<file path="config.mk">
export PLATFORM = sky130hd
export DESIGN_NAME = sipo_deser_flat
export DESIGN_NICKNAME = d
export VERILOG_FILES = /design/src/rtl/sipo_pkg.sv /design/src/rtl/sipo_deser_if.sv /design/src/rtl/sipo_out_buf.sv /design/src/rtl/sipo_deser.sv /design/src/flat_wrapper.sv
export SDC_FILE = /design/constraint.sdc
export NUM_CORES = 1
export LEC_CHECK = 0
export CAP_MARGIN = 10
export CORE_MARGIN = 4
export CORE_UTILIZATION = 45
export CTS_CLUSTER_DIAMETER = 60
export CTS_CLUSTER_SIZE = 40
export DETAILED_ROUTE_END_ITERATION = 10
export HOLD_SLACK_MARGIN = 0.08
export PLACE_DENSITY = 0.82
export SLEW_MARGIN = 10
export SYNTH_ARGS = -nofsm -noshare
export SYNTH_HDL_FRONTEND = slang
export SYNTH_HIERARCHICAL = 1
export SYNTH_SLANG_ARGS = --single-unit
</file>
<file path="constraint.sdc">
create_clock -name clk -period 3.19 [get_ports clk]
set_input_delay 0.638 -clock clk [delete_from_list [all_inputs] [get_ports clk]]
set_output_delay 0.638 -clock clk [all_outputs]
set_load 0.01 [all_outputs]
</file>
<file path="src/rtl/sipo_pkg.sv">
// Shared helpers for the SIPO deserializer: counter width, frame length, parity and buffer states.
// The frame length depends on the SIPO_PARITY_EN macro (one trailing even-parity bit when defined).
package sipo_pkg;

    typedef enum logic [0:0] {
        BUF_EMPTY = 1'b0,
        BUF_FULL  = 1'b1
    } buf_state_t;

    // Counter must reach WIDTH when a parity bit follows the data bits.
    function automatic int cnt_w(input int width);
        return $clog2(width + 1);
    endfunction

    function automatic int frame_len(input int width);
`ifdef SIPO_PARITY_EN
        return width + 1;
`else
        return width;
`endif
    endfunction

    function automatic logic even_parity(input logic [63:0] v);
        return ^v;
    endfunction

endpackage

</file>
<file path="src/rtl/sipo_deser_if.sv">
// Serial-in / word-out bundle of the SIPO deserializer.
// master: link/consumer side driving serial bits and ready; slave: the deserializer.
interface sipo_deser_if #(
    parameter int WIDTH = 4
);
    logic             sin;
    logic             sin_valid;
    logic [WIDTH-1:0] dout;
    logic             dout_valid;
    logic             dout_ready;
    logic             parity_err;
    logic             overrun;
    logic             ovr_clr;

    modport master (
        output sin, sin_valid, dout_ready, ovr_clr,
        input  dout, dout_valid, parity_err, overrun
    );

    modport slave (
        input  sin, sin_valid, dout_ready, ovr_clr,
        output dout, dout_valid, parity_err, overrun
    );
endinterface

</file>
<file path="src/rtl/sipo_out_buf.sv">
// One-entry holding register between the shifter and the word consumer.
// Owns dout/parity_err/dout_valid and the sticky overrun flag.
module sipo_out_buf
    import sipo_pkg::*;
#(
    parameter int WIDTH = 4
) (
    input  logic             clk,
    input  logic             rst,
    input  logic             load,
    input  logic [WIDTH-1:0] word,
    input  logic             word_perr,
    input  logic             dout_ready,
    input  logic             ovr_clr,
    output logic [WIDTH-1:0] dout,
    output logic             dout_valid,
    output logic             parity_err,
    output logic             overrun
);

    buf_state_t       state_r;
    buf_state_t       state_nx_s;
    logic             accept_s;
    logic             drop_s;
    logic [WIDTH-1:0] dout_r;
    logic             perr_r;
    logic             valid_r;
    logic             ovr_r;

    // Next-state: a completion refills the buffer when it is empty or being drained this edge.
    always_comb begin
        state_nx_s = state_r;
        accept_s   = 1'b0;
        drop_s     = 1'b0;
        case (state_r)
            BUF_EMPTY: begin
                accept_s   = load;
                state_nx_s = load ? BUF_FULL : BUF_EMPTY;
            end
            BUF_FULL: begin
                accept_s   = load & dout_ready;
                drop_s     = load & ~dout_ready;
                state_nx_s = (dout_ready & ~load) ? BUF_EMPTY : BUF_FULL;
            end
            default: begin
                state_nx_s = BUF_EMPTY;
            end
        endcase
    end

    // Holding register, valid flag and sticky overrun (a new drop beats ovr_clr).
    always_ff @(posedge clk) begin
        if (rst) begin
            state_r <= BUF_EMPTY;
            dout_r  <= {WIDTH{1'b0}};
            perr_r  <= 1'b0;
            valid_r <= 1'b0;
            ovr_r   <= 1'b0;
        end else begin
            state_r <= state_nx_s;
            valid_r <= (state_nx_s == BUF_FULL);
            if (accept_s) begin
                dout_r <= word;
                perr_r <= word_perr;
            end
            if (drop_s) begin
                ovr_r <= 1'b1;
            end else if (ovr_clr) begin
                ovr_r <= 1'b0;
            end
        end
    end

    assign dout       = dout_r;
    assign parity_err = perr_r;
    assign dout_valid = valid_r;
    assign overrun    = ovr_r;

endmodule

</file>
<file path="src/rtl/sipo_deser.sv">
// Serial-in parallel-out deserializer, LSB first; shift register and bit counter feeding sipo_out_buf.
// Optional SIPO_PARITY_EN: each frame carries one trailing even-parity bit checked on completion.
module sipo_deser
    import sipo_pkg::*;
#(
    parameter int WIDTH = 4
) (
    input logic         clk,
    input logic         rst,
    sipo_deser_if.slave bus
);

    localparam int FRAME = frame_len(WIDTH);
    localparam int CNT_W = cnt_w(WIDTH);
    localparam logic [CNT_W-1:0] LAST_CNT = CNT_W'(FRAME - 1);

    logic [WIDTH-1:0] sreg_r;
    logic [CNT_W-1:0] cnt_r;
    logic [WIDTH-1:0] word_s;
    logic             done_s;
    logic             perr_s;

    // Merge the incoming bit into its slot so a completion carries the final bit too.
    always_comb begin
        word_s = sreg_r;
        done_s = bus.sin_valid & (cnt_r == LAST_CNT);
        for (int k = 0; k < WIDTH; k++) begin
            if (cnt_r == CNT_W'(k)) begin
                word_s[k] = bus.sin;
            end else begin
                word_s[k] = sreg_r[k];
            end
        end
`ifdef SIPO_PARITY_EN
        perr_s = even_parity({{(63 - WIDTH){1'b0}}, bus.sin, sreg_r});
`else
        perr_s = 1'b0;
`endif
    end

    // Shift register and frame counter advance only on qualified bits.
    always_ff @(posedge clk) begin
        if (rst) begin
            sreg_r <= {WIDTH{1'b0}};
            cnt_r  <= {CNT_W{1'b0}};
        end else if (bus.sin_valid) begin
            sreg_r <= word_s;
            cnt_r  <= done_s ? {CNT_W{1'b0}} : cnt_r + CNT_W'(1);
        end
    end

    sipo_out_buf #(
        .WIDTH(WIDTH)
    ) u_out_buf (
        .clk        (clk),
        .rst        (rst),
        .load       (done_s),
        .word       (word_s),
        .word_perr  (perr_s),
        .dout_ready (bus.dout_ready),
        .ovr_clr    (bus.ovr_clr),
        .dout       (bus.dout),
        .dout_valid (bus.dout_valid),
        .parity_err (bus.parity_err),
        .overrun    (bus.overrun)
    );

endmodule
</file>
<file path="src/flat_wrapper.sv">
// flat-port wrapper written by rule: the top's interface ports become plain ports
module sipo_deser_flat import sipo_pkg::*;
#(
    parameter int WIDTH = 4
)
  (clk, rst, bus_sin, bus_sin_valid, bus_dout_ready, bus_ovr_clr, bus_dout, bus_dout_valid, bus_parity_err, bus_overrun);
  sipo_deser_if #(.WIDTH(WIDTH)) bus_i ();
  input logic clk;
  input logic rst;
  input wire logic [$bits(bus_i.sin)-1:0] bus_sin;
  input wire logic [$bits(bus_i.sin_valid)-1:0] bus_sin_valid;
  input wire logic [$bits(bus_i.dout_ready)-1:0] bus_dout_ready;
  input wire logic [$bits(bus_i.ovr_clr)-1:0] bus_ovr_clr;
  output wire logic [$bits(bus_i.dout)-1:0] bus_dout;
  output wire logic [$bits(bus_i.dout_valid)-1:0] bus_dout_valid;
  output wire logic [$bits(bus_i.parity_err)-1:0] bus_parity_err;
  output wire logic [$bits(bus_i.overrun)-1:0] bus_overrun;
  assign bus_i.sin = bus_sin;
  assign bus_i.sin_valid = bus_sin_valid;
  assign bus_i.dout_ready = bus_dout_ready;
  assign bus_i.ovr_clr = bus_ovr_clr;
  assign bus_dout = bus_i.dout;
  assign bus_dout_valid = bus_i.dout_valid;
  assign bus_parity_err = bus_i.parity_err;
  assign bus_overrun = bus_i.overrun;
  sipo_deser #(.WIDTH(WIDTH)) u_core (.clk(clk), .rst(rst), .bus(bus_i));
endmodule
</file>
==> run summary <==
The library cell occupying the most area in the post-synthesis netlist is dfxtp_1. Of the total power, combinational logic draws 11.6%. Wires add up to 1380 um. Clock-pin slew was measured on the worst setup and hold paths at 0.09 ns. The mean instance size in the synthesized netlist came out at 9.78 um2. The synthesized area is 733 um2, and the area of the placeable core is 1520 um2. Global routing consumed, over all layers together, 12.4% of the routing resources. The share of synthesized area in the top cell type comes to 38.2%. Summed over all nets, the switching power comes to 0.0797 mW. The wire length of the first global-routing pass is 2240 um. The total CTS buffers is 3, and the switching share of power is 22.8%. The tools report the via count of the first global-routing pass as 539. The initialized floorplan defines 14 standard-cell rows. For the die area, the log shows 2340 um2. The critical setup path kind is in2reg. The logs give 0 for the final setup violation count and 0 for the hold buffer count at CTS. The tools report the final routed DRC violation total as 0. Once detail routing completed, the nets flagged for antenna violations numbered 0. Buffers placed on the I/O ports in this run total 12. In the synthesized netlist, the number of instances is 75. The via total after detailed routing came out at 561. For the number of buffers inserted to repair setup after CTS, the log shows 0. The tools report the effective utilization at floorplan as 48.1%. The tools report the endpoint type of the worst setup path as a flop.

Counting instances, the worst hold path has a depth of 2. Routability-driven placement finished with a final weighted congestion of 0.706. The repair_antennas step left the layout with diodes totalling 0. The areal power density over the cells is 398 nW/um2. The worst setup path is launched from an input pin. The run finished with clean final reports.

The first routing iteration left 20 violations. The count of different cell masters after synthesis was 21; the share of flip-flops with an asynchronous set or reset was 0%. Timing would allow up to 520 MHz. The run gives 0 ns as the accumulated negative setup slack.

The clock root buffer was clkbuf_4. The multi-input combinational cells in the finished layout cover a total of 410 um2. The tool flagged a number of max-cap violations equal to 0. The initial antenna violation count is 0, and the maximum fanout encountered on the critical timing path is 8. For the half-perimeter wire length after placement, the log shows 993 um. The portion of the post-synthesis area used by sequential elements is 38.2%, and the slew of the pin with the lowest slew margin is 0.577 ns. During I/O placement, the number of pins put on the boundary was 13. The tools report the maximum buffer depth of the clock tree as 2.

The tools report the worst relative slew slack as 61.4%. Excluding fillers, the count of instances in the completed layout stands at 103. The worst reg2reg path depth was 4. By count the netlist is led by dfxtp_1 (14), nand2b_1 (12), mux2i_1 (10). After Yosys synthesis, XOR and XNOR cells account for 0% of the synthesized area.

Share of synthesized area spent on multiplexers: 15.2%. The internal portion of the total power is 0.270 mW. When the netlist entered floorplanning its net count stood at 85.

Counting every sink on the clock net gives 14. Counting flops and latches in the post-synthesis netlist gives 14. The final cycle utilization of the critical path was 60.3%. Total power for the finished layout comes to 0.349 mW. The run gives 99 as the total placed cells including tap cells. The min-delay analysis places its worst path in the category reg2reg. After detailed placement, the total cell area comes to 842 um2. The vertical die dimension was 48.4 um. For the number of filler instances in the final layout, the log shows 142.

For the sequential group share of total power, the log shows 52.1%. Dominant synthesized flop cell: dfxtp_1. The total overflow reported by the global router was 0; the via-per-instance ratio was 5.45. The post-route netlist has 12.6% of its cells at a drive strength greater than 1. The final worst clock skew was 0.00221 ns. Summing the areas of all fa, ha and maj instances in the mapped netlist gives 6.83% of the synthesized area.

The first detailed-routing pass ran for 4 iterations. The share of total power dissipated in the clock network is 36.3%. Subtracting the final worst setup slack from the clock period gives 1.92 ns. The logs give 0.28 ns for the insertion delay to the later sink of the worst-skew pair and 20 for the maximum number of pins on one net before global-route repair. STA puts the critical path data arrival time at 2.12 ns. Measured along the x axis, the die boundary spans 48.4 um. The main combinational cell family by area after synthesis is simple AND/OR/NAND/NOR gates.

The count of endpoints failing hold in the final timing report is 0, and the simple logic cell fraction of the synthesized area is 24.4%. For the peak ir drop on the vdd network, the log shows 0.220 mV. The CTS H-tree depth came out at 1. The tools report the cell area after layout as 878 um2. In this run, post-CTS repair resized a total of 0 instances. The core utilization of the finished layout was 57.6%.

In the final routed layout, each cell accounts on average for 13.4 um. The number of warnings printed during yosys synthesis is 6, and the number of enable flip-flop cells after synthesis is 0. Area of all sequential standard cells: 280 um2.

The compound-gate portion of the synthesized area works out to 9.04%. For the number of slew-limit violations in the final report, the log shows 0. Sorting the synthesized cells by area gives the leading types as dfxtp_1 (38%), mux2i_1 (14%), nand2b_1 (10%), ha_1 (6.8%), nor2_1 (4.1%). Relative to the synthesized area, the layout overhead comes to 19.8%.

Most numerous cell in the Yosys netlist: dfxtp_1. The analysis attributes to cell leakage a power of 0.340 nW. Setup repair after global routing left no endpoint under its margin. The number of nets in the finished design came out at 98. For the required time of the worst setup path, the log shows 3.39 ns.

TritonCTS built the clock tree.
-- state kept, by name (all words and copies together) (netlist names) --
| signal | flops |
|---|---|
| u_core/u_out_buf/overrun | 1 |
| u_core/u_out_buf/parity_err | 1 |
| u_core/sreg_r | 4 |
| u_core/u_out_buf/dout | 4 |
| u_core/u_out_buf/dout_valid | 1 |
| u_core/cnt_r | 3 |
-- cells in the final DEF (no fill, tap or decap), types with 3 or more instances in the layout --
cell type / count
inv_1: 3
a31o_2: 3
mux2i_1: 10
dfxtp_1: 14
nand3b_1: 3
a21boi_0: 3
clkbuf_4: 3
nor2b_1: 3
nand2b_1: 12
clkdlybuf4s50_1: 12
ha_1: 4
nor2_1: 8
-- per-layer routing --
layer	vias up	global-route usage [%]	part of all wire, %
met5	-	0	0
met2	16	20.7	51
met3	2	3.07	4.7
met1	273	13.1	43
li1	270	-	-
met4	0	9.68	0.87
-- metrics by stage --
step	hold WS, ns	setup slack, ns
6_report	0.479	1.27
5_1_grt	0.507	1.22
4_1_cts	0.481	1.27
3_5_place_dp	0.463	0.966
3_3_place_gp	0.461	1.08
2_1_floorplan	0.456	1.72
-- power by group through the flow --
stage               clock, mW  combinational [mW]  sequential [mW]
floorplan                   0              0.0280            0.185
global placement            0              0.0382            0.186
detailed placement          0              0.0396            0.186
CTS                     0.134              0.0397            0.182
global route            0.144              0.0438            0.183
finish                  0.127              0.0404            0.182
-- cell families (layout without fill, tap and decap cells) --
group | count (synthesis) | in the layout
compound gates | 9 | 9
other cells | 1 | 1
simple gates | 29 | 29
fa+ha+maj | 4 | 4
mux | 11 | 11
flops | 14 | 14
buf+inv | 7 | 19
-- cell type report --
cell class,instances,share of cell area [%]
inverter,3,1.28
tap,16,2.28
clock buffer,4,4.13
multi-input combinational,54,46.7
sequential,14,31.9
timing repair buffer,12,13.7
-- worst max-delay path: stages --
cell	delay, ns
clkdlybuf4s50_1	0.61
and3b_2	0.27
nor2b_2	0.35
mux2i_1	0.25
-- worst paths after layout --
| kind | startpoint | end | slack [ns] |
|---|---|---|---|
| max | bus_sin_valid | u_core/u_out_buf/dout[0]$_SDFFE_PP0P_ | 1.27 |
| min | u_core/u_out_buf/dout[3]$_SDFFE_PP0P_ | u_core/u_out_buf/dout[3]$_SDFFE_PP0P_ | 0.48 |
| max reg2reg | u_core/cnt_r[0]$_SDFFE_PP0P_ | u_core/u_out_buf/dout[0]$_SDFFE_PP0P_ | 1.67 |
| min reg2reg | u_core/u_out_buf/dout[3]$_SDFFE_PP0P_ | u_core/u_out_buf/dout[3]$_SDFFE_PP0P_ | 0.48 |
(Power assumes the default switching activity.)
